`src/rtl/dl_bitwise_pkg.sv`:
```
// Shared types and constants for the dl_bitwise_acc block: op encoding,
// controller state encoding and beat-counter width.
package dl_bitwise_pkg;

  typedef enum logic [1:0] {
    OP_AND  = 2'b00,
    OP_OR   = 2'b01,
    OP_XOR  = 2'b10,
    OP_PASS = 2'b11
  } op_e;

  typedef enum logic [1:0] {
    ST_IDLE = 2'b00,
    ST_ACC  = 2'b01,
    ST_DONE = 2'b10
  } state_e;

  localparam int BEAT_W = 16;
  localparam logic [BEAT_W-1:0] BEAT_MAX = '1;

endpackage

```
`src/rtl/dl_bitwise_op.sv`:
```
// Single-lane bitwise combine: y = a <op> b, with PASS returning b.
// Purely combinational; one instance per lane in dl_bitwise_acc.
module dl_bitwise_op
  import dl_bitwise_pkg::*;
#(
  parameter int NUM_BITS = 32
) (
  input  op_e                 op,
  input  logic [NUM_BITS-1:0] a,
  input  logic [NUM_BITS-1:0] b,
  output logic [NUM_BITS-1:0] y
);

  always_comb begin
    y = b;
    case (op)
      OP_AND:  y = a & b;
      OP_OR:   y = a | b;
      OP_XOR:  y = a ^ b;
      OP_PASS: y = b;
      default: y = b;
    endcase
  end

endmodule

```
`src/rtl/dl_bitwise_acc.sv`:
```
// Per-lane bitwise reduction of a valid/ready packet stream with a saturating beat count.
// Optional per-lane popcount of the result is enabled by DL_BITWISE_ACC_POPCNT_EN.
//
// state   | meaning
// --------+--------------------------------------------------------------
// ST_IDLE | waiting for first beat; it loads acc, op and the beat count
// ST_ACC  | folding further beats into acc with the latched op
// ST_DONE | result presented on out_*; input stalled until out handshake
module dl_bitwise_acc
  import dl_bitwise_pkg::*;
#(
  parameter int NUM_BITS  = 32,
  parameter int NUM_LANES = 4
) (
  input  logic                          clk,
  input  logic                          rst,
  input  logic [1:0]                    op,
  input  logic                          in_valid,
  output logic                          in_ready,
  input  logic [NUM_LANES*NUM_BITS-1:0] in_data,
  input  logic                          in_last,
  output logic                          out_valid,
  input  logic                          out_ready,
  output logic [NUM_LANES*NUM_BITS-1:0] out_data,
  output logic [BEAT_W-1:0]             out_beats
`ifdef DL_BITWISE_ACC_POPCNT_EN
  ,
  output logic [NUM_LANES*$clog2(NUM_BITS+1)-1:0] out_popcnt
`endif
);

  localparam int W = NUM_LANES * NUM_BITS;

  state_e            state_q, state_d;
  op_e               op_q, op_d, op_sel;
  logic [W-1:0]      acc_q, acc_d, lane_y;
  logic [BEAT_W-1:0] beats_q, beats_d, beats_inc;
  logic [W-1:0]      out_data_q, out_data_d;
  logic [BEAT_W-1:0] out_beats_q, out_beats_d;
  logic              load_out;

  // The first beat of a packet always loads, so the lanes run in PASS mode in IDLE.
  assign op_sel    = (state_q == ST_IDLE) ? OP_PASS : op_q;
  assign beats_inc = (beats_q == BEAT_MAX) ? beats_q : beats_q + BEAT_W'(1);

  for (genvar k = 0; k < NUM_LANES; k++) begin : g_lane
    dl_bitwise_op #(
      .NUM_BITS(NUM_BITS)
    ) u_op (
      .op(op_sel),
      .a (acc_q[k*NUM_BITS +: NUM_BITS]),
      .b (in_data[k*NUM_BITS +: NUM_BITS]),
      .y (lane_y[k*NUM_BITS +: NUM_BITS])
    );
  end

  always_comb begin
    state_d     = state_q;
    op_d        = op_q;
    acc_d       = acc_q;
    beats_d     = beats_q;
    out_data_d  = out_data_q;
    out_beats_d = out_beats_q;
    load_out    = 1'b0;
    in_ready    = 1'b0;
    out_valid   = 1'b0;
    case (state_q)
      ST_IDLE: begin
        in_ready = 1'b1;
        if (in_valid) begin
          acc_d   = lane_y;
          op_d    = op_e'(op);
          beats_d = BEAT_W'(1);
          if (in_last) begin
            load_out = 1'b1;
            state_d  = ST_DONE;
          end else begin
            state_d = ST_ACC;
          end
        end
      end
      ST_ACC: begin
        in_ready = 1'b1;
        if (in_valid) begin
          acc_d   = lane_y;
          beats_d = beats_inc;
          if (in_last) begin
            load_out = 1'b1;
            state_d  = ST_DONE;
          end
        end
      end
      ST_DONE: begin
        out_valid = 1'b1;
        if (out_ready) begin
          state_d = ST_IDLE;
        end
      end
      default: state_d = ST_IDLE;
    endcase
    if (load_out) begin
      out_data_d  = acc_d;
      out_beats_d = beats_d;
    end
  end

  always_ff @(posedge clk or posedge rst) begin
    if (rst) begin
      state_q     <= ST_IDLE;
      op_q        <= OP_AND;
      acc_q       <= '0;
      beats_q     <= '0;
      out_data_q  <= '0;
      out_beats_q <= '0;
    end else begin
      state_q     <= state_d;
      op_q        <= op_d;
      acc_q       <= acc_d;
      beats_q     <= beats_d;
      out_data_q  <= out_data_d;
      out_beats_q <= out_beats_d;
    end
  end

  assign out_data  = out_data_q;
  assign out_beats = out_beats_q;

`ifdef DL_BITWISE_ACC_POPCNT_EN
  localparam int PCW = $clog2(NUM_BITS + 1);

  logic [NUM_LANES*PCW-1:0] popcnt_q, popcnt_d;

  // Counted from the final accumulator value so it lands in the same cycle as out_data.
  always_comb begin
    popcnt_d = '0;
    for (int l = 0; l < NUM_LANES; l++) begin
      for (int b = 0; b < NUM_BITS; b++) begin
        popcnt_d[l*PCW +: PCW] = popcnt_d[l*PCW +: PCW] + PCW'(acc_d[l*NUM_BITS + b]);
      end
    end
  end

  always_ff @(posedge clk or posedge rst) begin
    if (rst) begin
      popcnt_q <= '0;
    end else if (load_out) begin
      popcnt_q <= popcnt_d;
    end
  end

  assign out_popcnt = popcnt_q;
`endif

endmodule

```
`config.mk`:
```
export PLATFORM = sky130hd
export DESIGN_NAME = dl_bitwise_acc
export DESIGN_NICKNAME = d
export VERILOG_FILES = /design/src/rtl/dl_bitwise_pkg.sv /design/src/rtl/dl_bitwise_op.sv /design/src/rtl/dl_bitwise_acc.sv
export SDC_FILE = /design/constraint.sdc
export NUM_CORES = 1
export LEC_CHECK = 0
export CAP_MARGIN = 25
export CELL_PAD_IN_SITES_DETAIL_PLACEMENT = 0
export CELL_PAD_IN_SITES_GLOBAL_PLACEMENT = 1
export CORE_MARGIN = 3
export CORE_UTILIZATION = 44
export DETAILED_ROUTE_END_ITERATION = 7
export GPL_TIMING_DRIVEN = 0
export PLACE_DENSITY = 0.81
export SYNTH_ARGS = -nofsm -noshare
export SYNTH_HDL_FRONTEND = slang
export SYNTH_SLANG_ARGS = --single-unit
```
`constraint.sdc`:
```
create_clock -name clk -period 11.9 [get_ports clk]
set_input_delay 1.19 -clock clk [delete_from_list [all_inputs] [get_ports clk]]
set_output_delay 1.19 -clock clk [all_outputs]
set_load 0.1 [all_outputs]
```
Yosys cells after proc, flatten, opt, wreduce, memory -nomap -nowiden
Cells that the tools add are included.
- $add $sub $neg: 1
- reduce and logical (&&, ||, !) cells: 5
- bitwise logic cells: 12
- mux-type cells: 22
- equal/unequal tests: 10
- operators by type and width (operator ; count):
    $pmux W32 S4 ; 4
    $mux W128 ; 2
    $and A32 B32 Y32 ; 4
    $or A32 B32 Y32 ; 4
    $xor A32 B32 Y32 ; 4
    $mux W16 ; 3
    $pmux W16 S2 ; 1
    $add A16 B1 Y16 const B ; 1
    $eq A16 B16 Y1 const B ; 1
    $mux W2 ; 6
    $ne A2 B2 Y1 const B ; 4
    $eq A2 B2 Y1 const B ; 3
    $pmux W2 S3 ; 1
    $mux W1 ; 5
    $eq A2 B1 Y1 const B ; 2
    $logic_not A2 Y1 ; 2
    $reduce_and A4 Y1 ; 1
    $reduce_and A2 Y1 ; 1
    $reduce_or A2 Y1 ; 1
- logic and storage cells: 56
- flip-flop bits (word level): 292
- input bits: 135

Longest topological paths before layout
Gate-level depths: netlist of the first run.
- depth in word-level cells: 6
- gate-level depth with buffers: 9
- depth with buffers taken out: 6

Hierarchy
From an unflattened synthesis of the first run, not the netlist that was laid out.
- cell total of the unflattened synthesis: 2076
- area, all modules: 19411.1 um2
- modules (own cells, without submodules) (module ; times used ; cells an instance ; sequential area each (um2) ; area an instance (um2)):
    dl_bitwise_acc ; 1 ; 1276 ; 7307.0 ; 11438.5
    dl_bitwise_op ; 4 ; 200 ; 0.0 ; 1993.2

Worst setup path after synthesis of the first run
No wires, ideal clock.
- kind: flip-flop to output port
- start: register state_q[1]
- end: output out_valid
- cell stages (with the launch flop): 4
- path buffers: 1
- path slack: 7.909 ns
- arrival: 2.801 ns
- path through: dfrtp_1 > buf_4 > clkinv_1 > nor2_1
- word-level cells in the longest chain between the ends: 2
- ends and longest elaborated chain (item ; RTL line ; RTL):
    from (decl) ; dl_bitwise_acc.sv:34 ; state_e state_q, state_d;
    from (signal assigned) ; dl_bitwise_acc.sv:116 ; state_q <= state_d;
    $eq A2 B2 Y1 ; dl_bitwise_acc.sv:67 ; case (state_q)
    $mux W1 ; dl_bitwise_acc.sv:67 ;
    to (decl) ; dl_bitwise_acc.sv:22 ; output logic out_valid,
Every way passes these cells.

Worst setup path in the final report of the first run
- start: register state_q[0]
- end: output out_valid
The elaborated chain is that of the path after synthesis.

==> results.tsv, run 1 <==
stage	metric	value	unit
worst_setup_path	critPathLaunchType	flip-flop	
power_and_ir_drop	p_sw	0.00269	W
clock_network	post_cts_buffers	0	
clock_network	cts-root-buf	clkbuf_16	
worst_setup_path	crit_type	flip-flop to output pin	
timing	finalHoldViolations	0	
timing	final-max-slew-violation-count	0	
synthesis	syn_area	0.0209	sq mm
global_routing	grt_pass1_wl	105000	um
synthesis	yosysWarnings	0	
min_path	min_path_type	flip-flop to flip-flop	
timing	relSlewSlack	27.5	%
synthesis	synthCells	2217	
synthesis	synthArstFlopShare	100	%
worst_setup_path	critPathArrivalTime	2990	ps
timing	setup_tns	0	ps
place	dpl_worst_slack	8050	ps
detailed_routing	drt_iter0_drc	1223	
final_layout	final-seq-area	0.00731	sq mm
synthesis	synth_fp_nets	2609	
power_and_ir_drop	powerDensity	212	mW/mm^2
detailed_routing	drtAntennaViolNets	0	
final_layout	design_area	0.0258	sq mm
timing	finalSetupViolCount	0	
final_layout	fillers	4219	
floorplanning	dieHeight	224	um
worst_setup_path	r2r_setup_slack	9120	ps
clock_network	clock-sinks	292	
clock_network	clk_pin_slew	60	ps
power_and_ir_drop	p_int	0.00279	W
clock_network	cts_tree	built	
synthesis	ys_types	55	
synthesis	avgSynthCellArea	9.45	sq um
power_and_ir_drop	ir_drop	205	uV
place	placed_area	0.0246	sq mm
synthesis	synthFlopType	dfrtp_1	
final_layout	final_cell_mix	292 x dfrtp_1, 280 x clkdlybuf4s50_1, 258 x inv_1	
worst_setup_path	cp.required	10710	ps
floorplanning	die_x	224	um
place	gp_congestion	0.846	
clock_network	h-tree-depth	2	
global_routing	gr-total-overflow	0	
timing	rsz0062_at_grt	no	
global_routing	grt_use_met2	43.9	%
timing	hold_slack	485	ps
detailed_routing	wl_per_cell	21.2	um
timing	finalCriticalPeriod	4180	ps
floorplanning	design.core.area	0.0468	sq mm
clock_network	cts_buffer_depth	3	
global_routing	grt_use_met3	4.86	%
synthesis	ys_seq_area_share	34.9	%
synthesis	ys_seq_elements	292	
detailed_routing	wl	67500	um
global_routing	grt_start_max_net_pins	120	
floorplanning	ioPinCount	281	
timing	finalWorstSetupSlack	7720	ps
place	dpl.hpwl	48100	um
timing	period_share	35.1	%
floorplanning	initial_core_util	44.8	%
detailed_routing	drcViolationCount	0	
detailed_routing	viasPerCell	5.82	
timing	max_slew.worst_pin.slew	1080	ps
clock_network	cts_buffers	37	
timing	clock.fmax	0.239	GHz
final_layout	multi_input_area	0.0118	sq mm
timing	fin_worst_skew	14.1	ps
floorplanning	dieArea	0.0502	sq mm
power_and_ir_drop	pwr-share-comb	52.4	%
global_routing	gr-usage-all-layers	26.2	%
worst_setup_path	worstPathMaxFanout	10	
status	status	finished clean	
power_and_ir_drop	leakage	12.3	nW
detailed_routing	num_vias	18500	
worst_setup_path	critPathCaptureType	output pin	
power_and_ir_drop	switching_share	49.1	%
power_and_ir_drop	share_seq_of_total_power	27.2	%
synthesis	synth-edff-count	0	
clock_network	cts-resized-gates	0	
final_layout	drive_gt1_share	11.0	%
floorplanning	core.rowCount	79	
global_routing	busiest_layer	met2	
global_routing	grt_pass1_vias	18800	
clock_network	hold_buffers	0	
power_and_ir_drop	clkPwrFrac	20.5	%
global_routing	grt_antenna_before_repair	8	
place	port-buffer-count	280	
final_layout	final_common_cell	dfrtp_1	
detailed_routing	first_pass_iters	5	
global_routing	grt_use_met1	34.1	%
final_layout	syn_to_final_growth	23.1	%
job	drv_cap	0	
clock_network	clk_latency	560	ps
final_layout	nets	2930	
==> metrics by stage <==
| step | power, W | cells | utilization [%] |
|---|---|---|---|
| final | 0.00548 | 3178 | 55.1 |
| after global routing | 0.00577 | 3176 | 55.1 |
| after CTS | 0.00551 | 3174 | 55.1 |
| after detailed placement | 0.00437 | 3106 | 52.5 |
| after global placement | 0.00428 | 3104 | 52.4 |
| after floorplan | 0.00357 | 2217 | - |
==> logic make-up after synthesis <==
kind of cell | share of synthesized area, %
buffers and inverters | 8.84
AO/OA/AOI/OAI | 21.9
AND/OR/NAND/NOR | 10.8
flip-flops | 34.9
adder cells (fa/ha/maj) | 15.4
XOR/XNOR | 0.0837
multiplexers | 8.11
==> flip-flops by register name, indices dropped and copies added, names as in the netlist <==
signal	count
op_q	2
state_q	2
out_beats	16
acc_q	128
beats_q	16
out_data	128
==> worst paths after layout <==
path,startpoint,end,cells past startpoint
hold reg to reg,out_data[60],out_data[60],2
max in group asynchronous,rst,out_data[70],3
min in group asynchronous,rst,acc_q[98],2
setup / recovery,state_q[0],out_valid,6
setup reg to reg,state_q[1],acc_q[127],6
hold / removal,out_data[60],out_data[60],2
==> cell usage after synthesis, drive strengths merged (2+ instances only) <==
master	number	area, sq um
nand3b	2	27.5
mux2i	83	831
ha	257	3220
a21oi	9	45.0
a211o	51	447
o311ai	3	26.3
xnor2	2	17.5
or3	56	350
nand2	134	503
clkbuf	120	450
o211ai	8	60.1
a22oi	3	22.5
or2	2	12.5
a31oi	9	56.3
o31ai	55	413
buf	66	424
nor3	207	1040
a21o	77	578
a22o	51	447
nor2	14	55.1
and2	3	18.8
nand4	8	62.6
nor2b	2	12.5
or4	5	45.0
mux2	77	867
nor4	6	58.8
a2111oi	77	1130
inv	259	972
dfrtp	292	7310
o21ai	262	1310
nand3	6	30.0
==> power groups by stage <==
stage / Combinational, W / Sequential (W) / Clock, W
after global routing: 0.00306 / 0.00153 / 0.00118
after global placement: 0.00279 / 0.00149 / 0
final: 0.00287 / 0.00149 / 0.00112
after CTS: 0.00288 / 0.00149 / 0.00115
after floorplan: 0.00111 / 0.00245 / 0
after detailed placement: 0.00286 / 0.00150 / 0
==> per-layer routing <==
| layer | wire length [um] | vias up |
|---|---|---|
| met5 | 92 | - |
| met4 | 2060 | 12 |
| met3 | 4350 | 120 |
| met2 | 32200 | 567 |
| met1 | 28800 | 9237 |
| li1 | - | 8561 |
==> critical path, cell delays in order, from the launching register on <==
cell and delay (ps):
dfrtp_1 430, buf_6 180, buf_8 160, buf_2 190, buf_2 210, nor2_1 120, clkdlybuf4s50_1 1150
==> cell type report <==
class,instances,area share [%]
sequential,292,28.3
clock buffer,56,4.42
inverter,260,3.81
clock inverter,12,0.248
buffer,186,3.39
antenna,4,0.0388
multi-input combinational,1479,45.7
tap,607,2.95
timing repair buffer,282,11.1
Note: power is estimated with default switching activity, not from simulation.
==> run 2, diff against run 1 <==
--- a/config.mk
+++ b/config.mk
@@ -9,10 +9,10 @@
 export CELL_PAD_IN_SITES_DETAIL_PLACEMENT = 0
 export CELL_PAD_IN_SITES_GLOBAL_PLACEMENT = 1
 export CORE_MARGIN = 3
-export CORE_UTILIZATION = 44
+export CORE_UTILIZATION = 39
 export DETAILED_ROUTE_END_ITERATION = 7
 export GPL_TIMING_DRIVEN = 0
-export PLACE_DENSITY = 0.81
+export PLACE_DENSITY = 0.76
 export SYNTH_ARGS = -nofsm -noshare
 export SYNTH_HDL_FRONTEND = slang
 export SYNTH_SLANG_ARGS = --single-unit
==> constraint.sdc (replaced) <==
create_clock -name clk -period 3.7 [get_ports clk]
set_input_delay 0.37 -clock clk [delete_from_list [all_inputs] [get_ports clk]]
set_output_delay 0.37 -clock clk [all_outputs]
set_load 0.1 [all_outputs]
==> run 2 against run 1 <==
Net effect:
- via count down 0.38%
- sequential cell count unchanged
- clock power rose to 3.5 times the previous value
- combinational power rose to 3.2 times the previous value
- total power rose to 3.3 times the previous value
- first-iteration DRC count down 3.7%
- critical path depth unchanged
- sequential share of layout area down 0.32 points
- global-route usage down 1.9 points
- critical endpoint unchanged
==> results.tsv, run 2 (synthesized netlist as in run 1, its figures left out) <==
stage	metric	value	unit
timing	finalWorstSetupSlack	322	ps
worst_setup_path	path_buf_inv	5	
worst_setup_path	critPathArrivalTime	3010	ps
timing	finalCriticalPeriod	3380	ps
worst_setup_path	max_stage_delay	1140	ps
place	port-buffer-count	280	
timing	finalSetupViolCount	0	
detailed_routing	wl	70200	um
clock_network	cts-root-buf	clkbuf_16	
worst_setup_path	critPathTopFamily	buffers and inverters	
timing	final-max-slew-violation-count	0	
detailed_routing	wl_per_cell	21.5	um
power_and_ir_drop	ir_drop	537	uV
floorplanning	core.rowCount	84	
floorplanning	design.core.area	0.0529	sq mm
place	dpl.hpwl	50100	um
worst_setup_path	cpMaxStageDelayCell	clkdlybuf4s50_1	
timing	fin_worst_skew	13.6	ps
worst_setup_path	worstPathMaxFanout	10	
worst_setup_path	cp.required	3330	ps
timing	relSlewSlack	27.1	%
floorplanning	initial_core_util	39.6	%
min_path	min_path_type	primary input to asynchronous set/reset pin	
worst_setup_path	critPathLaunchType	flip-flop	
floorplanning	dieArea	0.0565	sq mm
final_layout	syn_to_final_growth	24.5	%
final_layout	final_cell_mix	292 x dfrtp_1, 280 x clkdlybuf4s50_1, 258 x inv_1	
power_and_ir_drop	finalPower	0.0180	W
timing	finalHoldViolations	0	
clock_network	cts-resized-gates	0	
timing	period_share	91.3	%
power_and_ir_drop	leakage	12.4	nW
detailed_routing	num_vias	18400	
final_layout	fillers	4922	
place	gp_congestion	0.814	
global_routing	gr-usage-all-layers	24.3	%
worst_setup_path	cp_cell_sequence	buf_6, buf_8, buf_2, buf_2, nor2_1, clkdlybuf4s50_1	
final_layout	final_common_cell	dfrtp_1	
floorplanning	dieHeight	238	um
floorplanning	die_x	238	um
final_layout	drive_gt1_share	11.3	%
worst_setup_path	crit_type	flip-flop to output pin	
clock_network	cts_buffer_depth	3	
detailed_routing	drcViolationCount	0	
global_routing	grt_start_max_net_pins	41	
clock_network	hold_buffers	0	
power_and_ir_drop	powerDensity	689	mW/mm^2
clock_network	clock-sinks	292	
clock_network	clk_latency	560	ps
detailed_routing	drt_iter0_drc	1178	
floorplanning	ioPinCount	281	
global_routing	gr-total-overflow	0	
timing	rsz0062_at_grt	no	
worst_setup_path	cpMostUsedCell	buf_2	
timing	setup_tns	0	ps
global_routing	grt_pass1_wl	109000	um
clock_network	post_cts_buffers	0	
job	drv_cap	0	
clock_network	h-tree-depth	2	
detailed_routing	first_pass_iters	5	
detailed_routing	viasPerCell	5.65	
clock_network	cts_buffers	39	
timing	clock.fmax	0.296	GHz
timing	max_slew.worst_pin.slew	1090	ps
final_layout	nets	2938	
place	dpl_worst_slack	503	ps
status	status	finished clean	
clock_network	clk_pin_slew	60	ps
worst_setup_path	critPathCaptureType	output pin	
global_routing	grt_antenna_before_repair	7	
global_routing	grt_pass1_vias	18800	
detailed_routing	drtAntennaViolNets	0	
clock_network	cts_tree	built	
==> run 2: cell count changes in the layout (fill, tap and decap cells not counted) <==
cell,delta
diode_2,-3
inv_8,-1
clkbuf_16,+2
buf_16,-2
buf_12,+8
bufinv_16,+2
clkinv_2,-3
clkinvlp_4,+3
clkbuf_8,-1
==> run 2: power breakdown <==
group	leakage, nW	internal (W)	switching (W)	total (W)
clock	0.643	0.00234	0.00155	0.00390
sequential	3.70	0.00412	0.000671	0.00479
combinational	8.08	0.00274	0.00653	0.00927
==> run 2: worst reg2reg max path, cell delays in order (launching register included) <==
cell and delay (ps):
dfrtp_1 370, buf_4 230, clkinv_1 290, nand2_1 620
buf_2 490, clkbuf_1 530, o21ai_0 190
==> run 2: routing by layer <==
metal	share of wire, %	vias up	global-route usage, %
li1	-	8572	-
met1	44	9226	31.7
met2	48	488	40.8
met3	5.4	128	4.33
met4	2.9	12	8.44
met5	0.11	-	0
==> run 2: layout make-up <==
type	instances	area, sq um	area share [%]
clock buffer	57	1180	4.51
timing repair buffer	288	2960	11.4
clock inverter	13	124	0.475
antenna	1	2.50	0.00960
sequential	292	7310	28.0
buffer	186	875	3.35
inverter	260	980	3.76
tap	688	861	3.30
multi-input combinational	1479	11800	45.2
==> run 2: path summary, 6_finish.rpt <==
path                                     end  cells past startpoint          from  slack (ps)
max in group asynchronous       out_data[77]                      6           rst        1960
worst max register to register    acc_q[127]                      6    state_q[1]         840
worst max-delay path               out_valid                      6    state_q[0]         320
worst min register to register  out_data[78]                      2  out_data[78]         480
min in group clk                     op_q[1]                      3         op[1]         420
worst min-delay path              acc_q[101]                      2           rst         290
==> run 2: per-stage QoR <==
stage	hold WS, ps	std cells	util [%]	cell area (sq um)
after floorplan	456	2217	-	20900
after global placement	472	3185	46.5	24600
after detailed placement	477	3193	46.9	24800
after CTS	282	3263	49.3	26100
after global routing	345	3263	49.3	26100
final	292	3264	49.3	26100
==> RTL change 1, RTL diff (flow settings as in run 1) <==
Add a define of `DL_BITWISE_ACC_POPCNT_EN`.
--- a/src/rtl/dl_bitwise_acc.sv
+++ b/src/rtl/dl_bitwise_acc.sv
@@ -6,6 +6,8 @@
 // ST_IDLE | waiting for first beat; it loads acc, op and the beat count
 // ST_ACC  | folding further beats into acc with the latched op
 // ST_DONE | result presented on out_*; input stalled until out handshake
+`define DL_BITWISE_ACC_POPCNT_EN
+
 module dl_bitwise_acc
   import dl_bitwise_pkg::*;
 #(
New outputs: out_popcnt. Function: not settled (the Yosys comparison gave no result); the edit may change what the design does.
==> RTL change 1 against run 1 <==
- via count up 18%
- synthesized area up 14%
- hold slack got worse by 0.0044 ns
- routed wire length increased by 30%
- design area is 13% higher
- global-route usage grew 4.0 points
- critical endpoint is now out_popcnt[16]
- fmax shrank 46%
- sequential cell count up 24
- register-to-register slack lost 4.7 ns
- worst setup slack worse by 3.6 ns
Power is not shown: default switching activity piles up to over one toggle a cycle in this logic, so the estimate is an artifact.
==> RTL change 1: results (changes against run 1) <==
[place]
io_buffer_count = 304  ; was 280
place.gp.congestion = 0.885  ; was 0.846
hpwl_um = 65600  ; was 48100 um
dp.cells = 3637  ; was 3106

[global_route]
overflow = 0  ; unchanged
antenna_found_initial = 9  ; was 8
grt_pass1_wl_um = 132000  ; was 105000 um
grt_usage = 0.303  ; was 0.262
grt_start_max_net_pins = 114  ; was 120
grt_pass1_vias = 22000  ; was 18800

[layout]
finalNonFillerCells = 3714  ; was 3178
drive_above_1_share = 0.0682  ; was 0.110
finalNetCount = 3507  ; was 2930
fill_cells = 4752  ; was 4219

[logic_synthesis]
synthCells = 2643  ; was 2217
synth_fp_nets = 3159  ; was 2609
synth_area_leaders = dfrtp_1 33%, ha_1 15%, fa_1 8.0%  ; was dfrtp_1 35%, ha_1 15%, a2111oi_2 5.2%
synth_commonest_cells = 423 x inv_1, 316 x dfrtp_1, 285 x ha_1  ; was 292 x dfrtp_1, 259 x inv_1, 257 x ha_1
ys_seq_area_frac = 0.330  ; was 0.349
async_flop_share = 1.00  ; unchanged
yosysWarnings = 0  ; unchanged
synth.distinct_cells = 64  ; was 55

[timing]
worst_clock_skew_ns = 0.0189  ; was 0.0141 ns
tightest_slew_ns = 1.02  ; was 1.08 ns

[clock_tree]
cts_max_level = 2  ; unchanged
clk_path_buf_depth = 3  ; unchanged
numCtsBuffers = 40  ; was 37
post_cts_buffers = 0  ; unchanged
worstSkewPairLatency_ns = 0.57
cts_resized = 0  ; unchanged
cts.clk_slew.worst_paths_ns = 0.07
root_buffer = clkbuf_16  ; unchanged

[worst_setup_path]
cp-startpoint = in_valid  ; was state_q[0]
reg2reg_setup_slack_ns = 4.41  ; was 9.12 ns
cp-endpoint = out_popcnt[16]  ; was out_valid
reg2regPathDepth = 23  ; was 6
reg2reg_from = op_q[1]  ; was state_q[1]
path_max_fanout = 10  ; unchanged
cp.arrival_ns = 8.29  ; was 2.99 ns

[worst_hold_path]
hp-start = out_popcnt[19]  ; was out_data[60]
min_path_cells = 2  ; unchanged
hold_path_class = reg -> reg  ; unchanged

[drt]
drt_iter0_markers = 1806  ; was 1223
drt-wirelength-per-cell_um = 23.6  ; was 21.2 um
via_per_inst = 5.88  ; was 5.82
firstDrtPassIters = 6  ; was 5

[run_status]
status = complete, no violations  ; unchanged

RTL change 1: cells by family (layout without fill, tap and decap cells):
kind of cell | Yosys count | after routing | synth area share
compound gates | 728 | 728 | 0.207
xor+xnor | 10 | 10 | 0.00366
fa+ha+maj | 381 | 381 | 0.229
buf+inv | 597 | 973 | 0.0991
flops | 316 | 316 | 0.330
mux | 61 | 61 | 0.0283
other cells | 0 | 7 | 0
simple gates | 550 | 550 | 0.103
RTL change 1: final cells by class:
type,count,share of cell area
multi-input cells,1730,0.467
flip-flops and latches,316,0.270
repair buffers,306,0.106
inverters,423,0.0545
clock buffers,62,0.0422
well taps,688,0.0294
plain buffers,174,0.0269
clock inverters,8,0.00308
diodes,7,0.000599
RTL change 1: metal layers:
| metal | global-route usage | routed length [um] | up-vias |
|---|---|---|---|
| met4 | 0.123 | 3260 | 6 |
| met2 | 0.490 | 40800 | 970 |
| met1 | 0.402 | 36800 | 10900 |
| met5 | 0 | 39 | - |
| li1 | - | - | 9757 |
| met3 | 0.0563 | 6930 | 187 |
RTL change 1: stage by stage:
step           worst slack [ns]  cell area, um2  utilization
2_1_floorplan              1.97           23900            -
3_3_place_gp              -2.93           27900        0.524
3_5_place_dp               3.51           27900        0.525
4_1_cts                    4.08           29200        0.550
5_1_grt                    3.72           29300        0.550
6_report                   4.09           29300        0.550
RTL change 1: worst max-delay path, stage by stage:
cell and delay [ns]:
clkdlybuf4s50_1 0.54, nor2b_1 0.20, buf_2 0.43, clkbuf_1 0.56, clkbuf_1 0.53, a31oi_1 0.33
fa_1 0.58, inv_1 0.05, fa_1 0.48, inv_1 0.05, fa_1 0.46, fa_1 0.55
inv_1 0.05, fa_1 0.50, fa_1 0.42, inv_1 0.07, ha_1 0.17, inv_1 0.07
fa_1 0.45, nor2b_1 0.12, o21ai_0 0.10, nor3b_1 0.15, o31ai_1 0.20
RTL change 1: how the worst min path moves through the flow:
stage / end / slack, ns
floorplan: acc_q[1] / 0.50
global placement: out_popcnt[18] / 0.47
detailed placement: out_popcnt[19] / 0.47
CTS: out_popcnt[19] / 0.48
global route: out_popcnt[19] / 0.49
finish: out_popcnt[19] / 0.48
==> RTL change 2, RTL diff (settings of run 1) <==
Made on the original files. `out_data_q` no longer has a reset.
--- a/src/rtl/dl_bitwise_acc.sv
+++ b/src/rtl/dl_bitwise_acc.sv
@@ -110,16 +110,18 @@
       op_q        <= OP_AND;
       acc_q       <= '0;
       beats_q     <= '0;
-      out_data_q  <= '0;
       out_beats_q <= '0;
     end else begin
       state_q     <= state_d;
       op_q        <= op_d;
       acc_q       <= acc_d;
       beats_q     <= beats_d;
-      out_data_q  <= out_data_d;
       out_beats_q <= out_beats_d;
     end
+  end
+
+  always_ff @(posedge clk) begin
+    out_data_q <= out_data_d;
   end
 
   assign out_data  = out_data_q;
Function: changed (a bounded check fails within 4 cycles, from zero or initial values and one cycle with rst high).
==> RTL change 2 against run 1 <==
- count of clock-buffer cells in the layout decreased by 3
- critical endpoint unchanged
- via count decreased by 20%
- routed wire length decreased by 21%
- sequential cell count unchanged
- power decreased by 23%
- worst setup slack improved by 0.27 ns
- design area decreased by 9.2%
- first-iteration DRC count decreased by 39%
- global-route usage decreased by 2.6 points
- synthesized area decreased by 11%
==> RTL change 2: results (changes against run 1) <==
[power]
p_leak_nw = 10.6  ; was 12.3 nW
irDropWorstVdd_mv = 0.158  ; was 0.205 mV
switching_share = 0.392  ; was 0.491

[global_route]
antenna_found_initial = 5  ; was 8
grt_pass1_wl_um = 83900  ; was 105000 um
grt_usage = 0.236  ; was 0.262
grt_start_max_net_pins = 111  ; was 120
grt_pass1_vias = 15600  ; was 18800

[logic_synthesis]
synth.avg_cell_area_um2 = 10.6  ; was 9.45 um2
synth_area_leaders = dfrtp_1 22%, edfxtp_1 21%, ha_1 17%  ; was dfrtp_1 35%, ha_1 15%, a2111oi_2 5.2%
ys_seq_area_frac = 0.427  ; was 0.349
synth_fp_nets = 2148  ; was 2609
synth.distinct_cells = 48  ; was 55
async_flop_share = 0.562  ; was 1.00
yosysWarnings = 0  ; unchanged
synth_edf_count = 128  ; was 0
synth_commonest_cells = 261 x inv_1, 257 x ha_1, 164 x dfrtp_1  ; was 292 x dfrtp_1, 259 x inv_1, 257 x ha_1

[timing]
fmax_mhz = 256  ; was 239 MHz
tightest_slew_ns = 1.10  ; was 1.08 ns
worst_clock_skew_ns = 0.0188  ; was 0.0141 ns
holdWs_ns = 0.488  ; was 0.485 ns

[layout]
finalNonFillerCells = 2640  ; was 3178
drive_above_1_share = 0.0965  ; was 0.110
finalNetCount = 2469  ; was 2930
fill_cells = 3514  ; was 4219

[worst_setup_path]
cp.arrival_ns = 2.72  ; was 2.99 ns
cp_slowest_cell = clkdlybuf4s50_1  ; unchanged
slowest_delay_ns = 1.16
reg2regPathDepth = 7  ; was 6
reg2reg_setup_slack_ns = 8.99  ; was 9.12 ns
path_max_fanout = 10  ; unchanged

[drt]
drt_wl_total_um = 53500  ; was 67500 um
via_per_inst = 5.58  ; was 5.82
drt_iter0_markers = 743  ; was 1223
ant_nets = 0  ; unchanged
firstDrtPassIters = 5  ; unchanged

[clock_tree]
root_buffer = clkbuf_16  ; unchanged
numCtsBuffers = 37  ; unchanged
cts_resized = 0  ; unchanged
worstSkewPairLatency_ns = 0.55
clk_path_buf_depth = 3  ; unchanged
post_cts_buffers = 0  ; unchanged
cts_max_level = 2  ; unchanged
cts.clk_slew.worst_paths_ns = 0.06  ; about the same

[place]
hpwl_um = 36800  ; was 48100 um
io_buffer_count = 279  ; was 280
place.gp.congestion = 0.858  ; was 0.846
place_ws_ns = 8.07  ; was 8.05 ns

[run_status]
status = complete, no violations  ; unchanged

[worst_hold_path]
min_path_cells = 2  ; unchanged
hold_path_class = reg -> reg  ; unchanged

==> RTL change 2: worst paths after layout <==
path,startpoint,end
max in group asynchronous,rst,beats_q[6]
hold reg to reg,out_beats[1],out_beats[1]
hold / removal,out_beats[1],out_beats[1]
setup / recovery,state_q[0],out_valid
min in group asynchronous,rst,acc_q[28]
setup reg to reg,state_q[1],out_data[12]
==> RTL change 2: cell families (layout without fill, tap and decap cells) <==
kind of cell / after synthesis / count (layout) / synth area share
compound gates: 431 / 431 / 0.155
buf+inv: 382 / 730 / 0.0815
flops: 292 / 292 / 0.427
fa+ha+maj: 257 / 257 / 0.173
mux: 203 / 203 / 0.115
simple gates: 188 / 188 / 0.0480
xor+xnor: 3 / 3 / 0.00141
other cells: 0 / 4 / 0
==> RTL change 2: power groups by stage <==
stage / Sequential, mW / Clock [mW] / Combinational (mW)
4_1_cts: 1.39 / 1.16 / 1.70
3_5_place_dp: 1.41 / 0 / 1.69
6_report: 1.39 / 1.13 / 1.70
5_1_grt: 1.42 / 1.20 / 1.86
3_3_place_gp: 1.40 / 0 / 1.62
2_1_floorplan: 1.74 / 0 / 0.882
==> RTL change 2: through the flow <==
step / total power, mW / cell area (um2)
5_1_grt: 4.48 / 23400
6_report: 4.22 / 23400
2_1_floorplan: 2.62 / 18600
3_5_place_dp: 3.10 / 22200
3_3_place_gp: 3.02 / 22100
4_1_cts: 4.26 / 23400
==> RTL change 2: metal layers <==
layer	track usage	share of wire	vias up
li1	-	-	6895
met1	0.299	0.44	7348
met2	0.403	0.48	394
met3	0.0440	0.051	99
met4	0.0894	0.028	4
met5	0	0.00049	-
==> RTL change 2: critical path: cells and delay by family, from the launching register on <==
kind                   cells  cell delay [ns]
buffers and inverters      3             1.65
DFF                        1             0.35
and+or+nand+nor            1             0.19
==> RTL change 2: layout make-up <==
| cell class | instances | area (um2) | area share |
|---|---|---|---|
| antenna | 4 | 10.0 | 0.000428 |
| buffer | 120 | 541 | 0.0231 |
| clock buffer | 53 | 1100 | 0.0469 |
| clock inverter | 13 | 119 | 0.00508 |
| inverter | 262 | 991 | 0.0423 |
| multi-input combinational | 1082 | 9160 | 0.391 |
| sequential | 292 | 7950 | 0.339 |
| tap | 532 | 666 | 0.0284 |
| timing repair buffer | 282 | 2880 | 0.123 |
